==> src/rtl/seg_scan_driver_if.sv <==
// Display bus between the watch top and the segment scan driver.
// master drives the display word, mode and alarm; slave drives the panel.
interface seg_scan_driver_if;
   logic [47:0] disp_i;
   logic [7:0]  mode_i;
   logic        alm_i;
   logic [7:0]  seg_o;
   logic [5:0]  dig_o;
   logic [7:0]  led_o;
   logic        buzz_o;

   modport master (
      output disp_i, mode_i, alm_i,
      input  seg_o, dig_o, led_o, buzz_o
   );

   modport slave (
      input  disp_i, mode_i, alm_i,
      output seg_o, dig_o, led_o, buzz_o
   );
endinterface

==> src/rtl/seg_scan_driver.sv <==
// Six-digit multiplexed 7-segment driver with blank gap, mode LEDs, buzzer.
// Optional SEG_SCAN_ALARM_FLASH_EN: display flashes in phase with the buzzer.
module seg_scan_driver #(
   parameter int SCAN_DIV  = 1000,
   parameter int BLANK_CYC = 4,
   parameter int BUZZ_DIV  = 5000
) (
   input logic              clk,
   input logic              rst,
   seg_scan_driver_if.slave bus
);

   localparam int CW = $clog2(SCAN_DIV);
   localparam int BW = $clog2(BUZZ_DIV);

   logic [CW-1:0] cnt, cnt_nx;
   logic [2:0]    idx, idx_nx;
   logic [47:0]   snap, snap_nx;
   logic          bph, bph_nx;
   logic [BW-1:0] bcnt, bcnt_nx;
   logic [7:0]    seg_nx;
   logic [5:0]    dig_nx;
   logic          buzz_nx;
   logic          cnt_wrap;
   logic          bcnt_wrap;
   logic          flash;
   logic          blank;

`ifdef SEG_SCAN_ALARM_FLASH_EN
   assign flash = bus.alm_i & ~bph;
`else
   assign flash = 1'b0;
`endif

   assign cnt_wrap  = (cnt == CW'(SCAN_DIV - 1));
   assign bcnt_wrap = (bcnt == BW'(BUZZ_DIV - 1));
   assign blank     = (cnt < CW'(BLANK_CYC)) | flash;

   always_comb begin
      cnt_nx  = cnt_wrap ? '0 : cnt + 1'b1;
      idx_nx  = idx;
      snap_nx = snap;
      bph_nx  = 1'b0;
      bcnt_nx = '0;
      buzz_nx = 1'b0;
      seg_nx  = 8'hFF;
      dig_nx  = 6'h3F;

      if (cnt_wrap)
         idx_nx = (idx == 3'd5) ? 3'd0 : idx + 3'd1;

      // Latch the whole word once per frame so digits never tear.
      if (cnt == '0 && idx == 3'd0)
         snap_nx = bus.disp_i;

      if (!blank) begin
         dig_nx = ~(6'b1 << idx);
         seg_nx = ~snap[{idx, 3'b000} +: 8];
      end

      if (bus.alm_i) begin
         bcnt_nx = bcnt_wrap ? '0 : bcnt + 1'b1;
         bph_nx  = bcnt_wrap ? ~bph : bph;
         buzz_nx = bph;
      end
   end

   always_ff @(posedge clk) begin
      if (rst) begin
         cnt        <= '0;
         idx        <= '0;
         snap       <= '0;
         bph        <= 1'b0;
         bcnt       <= '0;
         bus.seg_o  <= 8'hFF;
         bus.dig_o  <= 6'h3F;
         bus.led_o  <= 8'h00;
         bus.buzz_o <= 1'b0;
      end else begin
         cnt        <= cnt_nx;
         idx        <= idx_nx;
         snap       <= snap_nx;
         bph        <= bph_nx;
         bcnt       <= bcnt_nx;
         bus.seg_o  <= seg_nx;
         bus.dig_o  <= dig_nx;
         bus.led_o  <= bus.mode_i;
         bus.buzz_o <= buzz_nx;
      end
   end

endmodule

==> src/flat_wrapper.sv <==
// flat-port wrapper written by rule: the top's interface ports become plain ports
module seg_scan_driver_flat 
#(
   parameter int SCAN_DIV  = 1000,
   parameter int BLANK_CYC = 4,
   parameter int BUZZ_DIV  = 5000
)
  (clk, rst, bus_disp_i, bus_mode_i, bus_alm_i, bus_seg_o, bus_dig_o, bus_led_o, bus_buzz_o);
  seg_scan_driver_if bus_i ();
  input logic clk;
  input logic rst;
  input wire logic [$bits(bus_i.disp_i)-1:0] bus_disp_i;
  input wire logic [$bits(bus_i.mode_i)-1:0] bus_mode_i;
  input wire logic [$bits(bus_i.alm_i)-1:0] bus_alm_i;
  output wire logic [$bits(bus_i.seg_o)-1:0] bus_seg_o;
  output wire logic [$bits(bus_i.dig_o)-1:0] bus_dig_o;
  output wire logic [$bits(bus_i.led_o)-1:0] bus_led_o;
  output wire logic [$bits(bus_i.buzz_o)-1:0] bus_buzz_o;
  assign bus_i.disp_i = bus_disp_i;
  assign bus_i.mode_i = bus_mode_i;
  assign bus_i.alm_i = bus_alm_i;
  assign bus_seg_o = bus_i.seg_o;
  assign bus_dig_o = bus_i.dig_o;
  assign bus_led_o = bus_i.led_o;
  assign bus_buzz_o = bus_i.buzz_o;
  seg_scan_driver #(.SCAN_DIV(SCAN_DIV), .BLANK_CYC(BLANK_CYC), .BUZZ_DIV(BUZZ_DIV)) u_core (.clk(clk), .rst(rst), .bus(bus_i));
endmodule
==> config.mk <==
export PLATFORM = sky130hd
export DESIGN_NAME = seg_scan_driver_flat
export DESIGN_NICKNAME = d
export VERILOG_FILES = /design/src/rtl/seg_scan_driver_if.sv /design/src/rtl/seg_scan_driver.sv /design/src/flat_wrapper.sv
export SDC_FILE = /design/constraint.sdc
export NUM_CORES = 1
export LEC_CHECK = 0
export CAP_MARGIN = 10
export CORE_MARGIN = 5
export CORE_UTILIZATION = 30
export DETAILED_ROUTE_END_ITERATION = 12
export PLACE_DENSITY = 0.58
export SYNTH_ARGS = -nofsm -noshare
export SYNTH_HDL_FRONTEND = slang
export SYNTH_SLANG_ARGS = --single-unit
==> constraint.sdc <==
create_clock -name clk -period 5 [get_ports clk]
set_clock_uncertainty 0.15 [all_clocks]
set_input_delay 1 -clock clk [delete_from_list [all_inputs] [get_ports clk]]
set_output_delay 1 -clock clk [all_outputs]
set_load 0.05 [all_outputs]
==> flow_metrics.tcl, run 1 <==
set metrics [dict create \
    period_share_pct 52.4 \
    cpMaxStageDelayCell "clkdlybuf4s50_1" \
    ys_ff_latch 98 \
    initial_core_util_pct 30.5 \
    grt_overflow 0 \
    drive_gt1_share_pct 6.55 \
    synth_fp_nets 442 \
    drt_iter0_markers 154 \
    max_freq_mhz 381 \
    routedWlPerCell_um 13.5 \
    post-route-drc-count 0 \
    hold_path_class "reg -> reg" \
    diodes 0 \
    relSlewSlack_pct 28.5 \
    grt_max_degree 67 \
    syn_area_um2 3830 \
    crit_required_ps 3850 \
    routed_via_density 4.51 \
    vdd_drop_max_v 0.000136 \
    grt_pass1_wl_um 14100 \
    avgSynthCellArea_um2 10.1 \
    ctsRootBufferMaster "clkbuf_16" \
    finalSetupViolCount 0 \
    path_cells "clkdlybuf4s50_1" \
    hold_violations 0 \
    cts_buffers 9 \
    die_h_um 123 \
    antenna_found_initial 0 \
    track_usage_pct 12.0 \
    postSynthCellCount 379 \
    cp-start-kind "flip-flop" \
    postPlaceCellArea_um2 4780 \
    pin_count 82 \
    critPathKind "reg -> out" \
    cts_buffer_depth 2 \
    ctsHoldBuffers 0 \
    cp_data_arrival_time_ps 1470 \
    place_hpwl_um 6240 \
    num_rows 41 \
    grt_pass1_vias 2805 \
    clk_latency_ps 330 \
    synth_area_leaders "dfxtp_1 (51%), mux2i_1 (15%), nor2_1 (7.6%)" \
    leakage_uw 0.00197 \
    fin_crit_ps 2620 \
    yosysMostFrequentCell "dfxtp_1" \
    placedCellCount 614 \
    outcome "completed" \
    synth_edf_count 0 \
    synth_top_area_share_pct 51.2 \
    slew_violations 0 \
    ant_nets 0 \
    worstMarginPinSlew_ps 1070 \
    ys_top_cells_by_count "dfxtp_1 (98), nor2_1 (78), mux2i_1 (57), nand2_1 (25), xnor2_1 (12)" \
    powerDensity_nw_per_um2 346 \
    dr.pass1.iters 4 \
    tns_ps 0 \
    post-cts-setup-buffer-count 0 \
    drt-total-wl_um 8520 \
    holdWs_ps 301 \
    synth_cell_types 35 \
    worstSetupEndpointType "output pin" \
    post_cts_resized 0 \
    stdcell_count 630 \
    yosys_most_used_dff "dfxtp_1" \
    portBuffers 81 \
    crit_family "buffers and inverters" \
    core_area_um2 12600 \
    yosys.area.top_type "dfxtp_1" \
    maxCapViolations 0 \
    die_w_um 123 \
    area_growth_pct 32.8 \
    cp_max_fo 1 \
    path_buf_inv 1 \
    cts_tree "done" \
    grt_setup_unrepaired "false" \
    final_net_count 516 \
    vias 2841 \
    fp.dieArea_um2 15100 \
    fin_area_um2 5090 \
    htree_levels 3 \
    yosysSeqAreaShare_pct 51.2 \
    async_flop_share_pct 0 \
    clk_pin_slew_ps 60 \
    clock_sinks 98 \
    slowest_delay_ps 800 \
    gp_congestion 0.746 \
    yosys_warnings 0 \
]
[report_power, final]
| group | internal (uW) | total, uW | switching [uW] |
|---|---|---|---|
| Sequential | 825 | 847 | 22.7 |
| Clock | 417 | 699 | 282 |
| Combinational | 115 | 215 | 99.6 |
| Total | 1360 | 1760 | 404 |
[final timing paths]
kind              slack, ps           startpoint        endpoint  cells after the start
setup reg to reg       2390        u_core.idx[1]  u_core.snap[7]                      5
hold / removal          300       u_core.bcnt[0]  u_core.bcnt[0]                      1
setup / recovery       2380  u_core.bus.seg_o[0]    bus_seg_o[0]                      1
hold reg to reg         300       u_core.bcnt[0]  u_core.bcnt[0]                      1
[final cells by class]
class	instances	area [um2]
tap	172	215
fill	1211	7480
clock inverter	3	46.3
multi-input combinational	253	1750
clock buffer	13	260
inverter	7	26.3
sequential	98	1960
timing repair buffer	84	828
[cells by family (layout without fill, tap and decap cells)]
family	Yosys count	after routing	synth area share [%]
flip-flops	98	98	51.2
AO/OA/AOI/OAI	13	13	1.93
AND/OR/NAND/NOR	151	151	18.2
adder cells (fa/ha/maj)	4	4	1.31
XOR/XNOR	20	20	4.57
multiplexers	65	65	19.6
buffers and inverters	28	107	3.17
[layout by cell type (no fill, tap or decap)]
master	n
dfxtp_1	98
clkbuf_8	2
a21oi_1	2
a311oi_1	1
a211o_1	1
a31oi_1	1
inv_1	6
and3b_1	1
nor2_1	78
nand2b_1	2
o21ai_0	8
buf_2	1
clkinvlp_4	1
and2_1	1
nor3b_2	1
xnor2_1	12
mux2i_1	57
mux4_2	8
nor3_1	5
or4_4	1
buf_4	3
nand4_1	5
clkbuf_16	9
nand2_1	25
or4_1	1
bufinv_16	1
clkbuf_1	2
nor4_1	3
nor4bb_1	1
inv_6	1
and3_1	3
nand3_1	11
nand3b_2	1
nor2b_1	9
clkinv_1	1
and4_1	2
ha_1	4
xor2_1	8
clkdlybuf4s50_1	80
or3b_2	1
[metrics by stage]
stage / setup WS, ps / power, uW / util, %
after floorplan: 3050 / 1000 / -
after global placement: 2480 / 1080 / 38.0
after detailed placement: 2400 / 1080 / 38.0
after CTS: 2340 / 1790 / 40.5
after global routing: 2150 / 1850 / 40.5
final: 2380 / 1760 / 40.5
[registers in the layout, summed over array words and instances (netlist names), 3 cells and up]
name and cells:
u_core.bcnt 13, u_core.idx 3, u_core.bus.led_o 8, u_core.bus.dig_o 6
u_core.bus.seg_o 8, u_core.cnt 10, u_core.snap 48
[metal layers]
layer	track usage, %	routed length, um	part of all wire [%]
met4	5.33	134	1.6
met1	16.2	4030	47
met3	3.11	435	5.1
met2	18.0	3920	46
met5	0	0	0
Note: power is estimated with default switching activity, not from simulation.
==> inputs of run 2 (changes only) <==
--- a/config.mk
+++ b/config.mk
@@ -9,7 +9,7 @@
 export CORE_MARGIN = 5
 export CORE_UTILIZATION = 30
 export DETAILED_ROUTE_END_ITERATION = 12
-export PLACE_DENSITY = 0.58
+export PLACE_DENSITY = 0.6
 export SYNTH_ARGS = -nofsm -noshare
 export SYNTH_HDL_FRONTEND = slang
 export SYNTH_SLANG_ARGS = --single-unit
==> constraint.sdc (replaced) <==
create_clock -name clk -period 2.2 [get_ports clk]
set_clock_uncertainty 0.15 [all_clocks]
set_input_delay 0.44 -clock clk [delete_from_list [all_inputs] [get_ports clk]]
set_output_delay 0.44 -clock clk [all_outputs]
set_load 0.05 [all_outputs]
==> run 2 against run 1 <==
Compared with the run above:
- first-iteration DRC count decreased by 13%
- cell area grew 1.2%
- non-clock buffer count grew 5
- sequential share of layout area is 0.45 points lower
- sequential power increased by 130%
- clock power increased by 140%
- power grew 130%
- via count rose by 1.2%
- combinational power rose by 130%
- global-route usage rose by 0.099 points
- hold slack got worse by 25 ps
- utilization rose by 0.48 points
- critical path type unchanged
==> flow_metrics.tcl, run 2 (same netlist as run 1, synthesis figures left out) <==
set metrics [dict create \
    area_growth_pct 34.3 \
    clk_latency_ps 340 \
    dr.pass1.iters 4 \
    antenna_found_initial 0 \
    die_h_um 123 \
    drt-total-wl_um 8720 \
    hold_violations 0 \
    crit_required_ps 1610 \
    cts_buffers 9 \
    largest_register_ffs 48 \
    worstMarginPinSlew_ps 511 \
    drt_iter0_markers 134 \
    relSlewSlack_pct 65.8 \
    ant_nets 0 \
    slew_violations 0 \
    initial_core_util_pct 30.5 \
    max_freq_mhz 483 \
    num_rows 41 \
    cp-start-kind "flip-flop" \
    drive_gt1_share_pct 7.78 \
    fp.dieArea_um2 15100 \
    grt_pass1_wl_um 14200 \
    post_cts_resized 0 \
    largest-register "u_core.snap" \
    portBuffers 81 \
    postPlaceCellArea_um2 4830 \
    post-route-drc-count 0 \
    vdd_drop_max_v 0.000339 \
    outcome "completed" \
    maxCapViolations 0 \
    final_cell_mix "dfxtp_1 (98), clkdlybuf4s50_1 (80), nor2_1 (78)" \
    worstSetupEndpointType "output pin" \
    cts_tree "done" \
    place_hpwl_um 6220 \
    regArea_um2 1960 \
    cts_buffer_depth 2 \
    grt_setup_unrepaired "false" \
    diodes 0 \
    clk_pin_slew_ps 70 \
    ctsHoldBuffers 0 \
    final_net_count 521 \
    path_buf_inv 1 \
    track_usage_pct 12.1 \
    vias 2875 \
    period_share_pct 94.1 \
    cp_data_arrival_time_ps 1480 \
    grt_max_degree 49 \
    clock_sinks 98 \
    leakage_uw 0.00202 \
    routedWlPerCell_um 13.7 \
    core_area_um2 12600 \
    finalSetupViolCount 0 \
    hold_path_class "in -> reg" \
    critPathKind "reg -> out" \
    path_cells "clkdlybuf4s50_1" \
    grt_overflow 0 \
    largestRegisters "u_core.snap x48, u_core.bcnt x13, u_core.cnt x10" \
    htree_levels 3 \
    pin_count 82 \
    nFillCells 1228 \
    post-cts-setup-buffer-count 0 \
    powerDensity_nw_per_um2 795 \
    routed_via_density 4.53 \
    die_w_um 123 \
    gp_congestion 0.746 \
    final_common_cell "dfxtp_1" \
    fin_crit_ps 2070 \
    ctsRootBufferMaster "clkbuf_16" \
    tns_ps 0 \
    fin_area_um2 5150 \
    grt_pass1_vias 2909 \
    cpMaxStageDelayCell "clkdlybuf4s50_1" \
    slowest_delay_ps 810 \
    crit_family "buffers and inverters" \
    cp_max_fo 1 \
    multi_input_area_um2 1750 \
]
[run 2: per-layer routing]
metal | GRT usage (%) | up-vias | routed length (um)
met5 | 0 | - | 0
met4 | 4.91 | 0 | 146
met3 | 3.11 | 10 | 464
met2 | 20.2 | 70 | 4200
met1 | 14.8 | 1356 | 3910
li1 | - | 1439 | -
[run 2: power breakdown]
group / leakage [uW] / total, uW / switching [uW] / internal (uW)
combinational: 0.00106 / 501 / 232 / 270
clock: 0.000157 / 1670 / 666 / 1000
sequential: 0.000803 / 1920 / 49.7 / 1870
[run 2: stage by stage]
step | instances | hold slack (ps) | power, uW | utilization (%) | setup slack, ps
after global placement | 619 | 289 | 2460 | 38.4 | 215
after CTS | 635 | 272 | 4140 | 40.9 | 106
after floorplan | 379 | 268 | 2270 | - | 253
after global routing | 635 | 297 | 4280 | 40.9 | 48.9
after detailed placement | 619 | 310 | 2470 | 38.4 | 153
final | 635 | 276 | 4090 | 40.9 | 130
[run 2: layout make-up]
cell class	count	share of cell area, %
clock buffers	10	4.45
inverters	7	0.511
flip-flops and latches	98	38.1
repair buffers	89	17.1
multi-input cells	253	34.0
clock inverters	6	1.70
well taps	172	4.18
[run 2: path summary, 6_finish.rpt]
kind                                            end  cells past startpoint  slack, ps                 from
worst max-delay path                   bus_seg_o[0]                      1        130  u_core.bus.seg_o[0]
worst min-delay path            u_core.bus.led_o[7]                      2        280                  rst
worst max register to register       u_core.bcnt[5]                      4        130       u_core.bcnt[4]
worst min register to register       u_core.bcnt[0]                      1        310       u_core.bcnt[0]
==> inputs of run 3 (changes only) <==
--- a/config.mk
+++ b/config.mk
@@ -9,6 +9,7 @@
 export CORE_MARGIN = 5
 export CORE_UTILIZATION = 30
 export DETAILED_ROUTE_END_ITERATION = 12
+export GPL_TIMING_DRIVEN = 0
 export PLACE_DENSITY = 0.6
 export SYNTH_ARGS = -nofsm -noshare
 export SYNTH_HDL_FRONTEND = slang
==> constraint.sdc (replaced) <==
create_clock -name clk -period 2.2 [get_ports clk]
set_clock_uncertainty 0.15 [all_clocks]
set_input_delay 0.33 -clock clk [delete_from_list [all_inputs] [get_ports clk]]
set_output_delay 0.33 -clock clk [all_outputs]
set_load 0.05 [all_outputs]
==> run 3 against run 2 <==
Compared with the run above:
- cell area increased by 0.34%
- hold slack improved by 25 ps
- count of clock-buffer cells in the layout stayed put
- global-route usage increased by 0.58 points
- clock power is 6% lower
- sequential power about the same
- non-clock buffer count is 10 higher
- combinational power rose by 4%
- power decreased by 1.9%
- critical path depth increased by 4
==> flow_metrics.tcl, run 3 (same netlist as run 1, synthesis figures left out) <==
set metrics [dict create \
    ant_nets 0 \
    r2r_slack_ps 160 \
    r2r-end "u_core.bcnt[6]" \
    antenna_found_initial 0 \
    relSlewSlack_pct 60.7 \
    switching_share_pct 24.4 \
    intPower_uw 3030 \
    cts_tree "done" \
    maxCapViolations 0 \
    grt_max_degree 17 \
    gp_congestion 0.817 \
    slew_violations 0 \
    drt_iter0_markers 172 \
    largest-register "u_core.snap" \
    htree_levels 3 \
    crit_required_ps 2280 \
    fp.dieArea_um2 15100 \
    seq_power_share_pct 48.0 \
    cp.depth 5 \
    cts_buffers 9 \
    cp-start-kind "flip-flop" \
    clock_sinks 98 \
    cpMaxStageDelayCell "or4_1" \
    largestRegisters "u_core.snap x48, u_core.bcnt x13, u_core.cnt x10" \
    nFillCells 1239 \
    worstSetupEndpointType "flip-flop" \
    placedCellCount 632 \
    clk_pin_slew_ps 60 \
    place_hpwl_um 6890 \
    final_cell_mix "dfxtp_1 (96), clkdlybuf4s50_1 (81), nor2_1 (78)" \
    timing.rr.start "u_core.bcnt[4]" \
    vdd_drop_max_v 0.000293 \
    track_usage_pct 12.7 \
    cp_data_arrival_time_ps 2120 \
    ctsHoldBuffers 0 \
    routedWlPerCell_um 14.5 \
    post-route-drc-count 0 \
    leakage_uw 0.00201 \
    post-cts-setup-buffer-count 0 \
    powerDensity_nw_per_um2 777 \
    pin_count 82 \
    path_cells "or4_1 -> or4_4 -> nand3b_2 -> buf_6 -> nor2_1" \
    worst-r2r-cell-count 5 \
    vias 2909 \
    path_buf_inv 1 \
    largest_register_ffs 48 \
    holdWs_ps 301 \
    crit_family "simple AND/OR/NAND/NOR gates" \
    grt_pass1_vias 2889 \
    grt_overflow 0 \
    clk_latency_ps 340 \
    max_freq_mhz 490 \
    outcome "completed" \
    stdcell_count 644 \
    area_growth_pct 34.8 \
    die_h_um 123 \
    grt_pass1_wl_um 14700 \
    portBuffers 81 \
    die_w_um 123 \
    worstMarginPinSlew_ps 589 \
    cp_max_fo 10 \
    initial_core_util_pct 30.5 \
    period_share_pct 92.8 \
    hold_path_class "reg -> reg" \
    hold-path-cell-count 1 \
    final_net_count 531 \
    diodes 0 \
    setup.worst_path.end "u_core.bcnt[6]" \
    setup_ws_ps 159 \
    power_frac_comb_pct 13.0 \
    grt_setup_unrepaired "false" \
    critPathKind "reg -> reg" \
    final_common_cell "dfxtp_1" \
    finalSetupViolCount 0 \
    cts_buffer_depth 2 \
    core_area_um2 12600 \
    routed_via_density 4.52 \
    num_rows 41 \
    hold_violations 0 \
    critical_path.startpoint "u_core.bcnt[4]" \
    clock_power_share_pct 39.0 \
    switchingPower_uw 979 \
    multi_input_area_um2 1760 \
    fin_crit_ps 2040 \
    slowest_delay_ps 540 \
    drive_gt1_share_pct 8.05 \
    regArea_um2 1960 \
    dpl_worst_slack_ps -96.9 \
    dr.pass1.iters 4 \
    ctsRootBufferMaster "clkbuf_16" \
    drt-total-wl_um 9310 \
]
==> run 3: power by group through the flow <==
stage | sequential [uW] | combinational, uW | clock (uW)
floorplan | 1980 | 288 | 0
global placement | 1960 | 512 | 0
detailed placement | 1970 | 519 | 0
CTS | 1930 | 522 | 1610
global route | 1940 | 566 | 1680
finish | 1930 | 520 | 1570
==> run 3: worst min-delay path by stage <==
stage	endpoint	slack, ps	start
detailed placement	u_core.bcnt[0]	300	u_core.bcnt[0]
global placement	u_core.bcnt[0]	280	u_core.bcnt[0]
floorplan	u_core.bcnt[0]	270	u_core.bcnt[0]
finish	u_core.bcnt[0]	300	u_core.bcnt[0]
CTS	u_core.bcnt[0]	310	u_core.bcnt[0]
global route	u_core.bcnt[0]	330	u_core.bcnt[0]
==> run 3: cell type report <==
class | count | area share, %
multi-input combinational | 253 | 34.1
buffer | 18 | 1.82
sequential | 98 | 38.0
clock buffer | 10 | 4.43
clock inverter | 5 | 1.24
inverter | 7 | 0.509
timing repair buffer | 81 | 15.7
tap | 172 | 4.17
==> run 3: layer usage <==
| metal | share of wire [%] | global-route usage [%] |
|---|---|---|
| met1 | 47 | 17.2 |
| met2 | 47 | 19.3 |
| met3 | 5.0 | 3.29 |
| met4 | 1.7 | 4.84 |
| met5 | 0 | 0 |
==> run 3: timing repair <==
item                                    in CTS  in global routing
hold endpoints to repair                     0                  0
endpoints found under the setup margin      21                 21
resized for setup                            2                  6
==> run 3: metrics by stage <==
stage	TNS [ps]	util, %	instance area [um2]	total power [uW]
4_1_cts	0	41.0	5150	4060
6_report	0	41.1	5160	4010
3_3_place_gp	-1590	38.6	4860	2470
5_1_grt	0	41.1	5160	4180
2_1_floorplan	0	-	3830	2270
3_5_place_dp	-1160	38.6	4860	2490
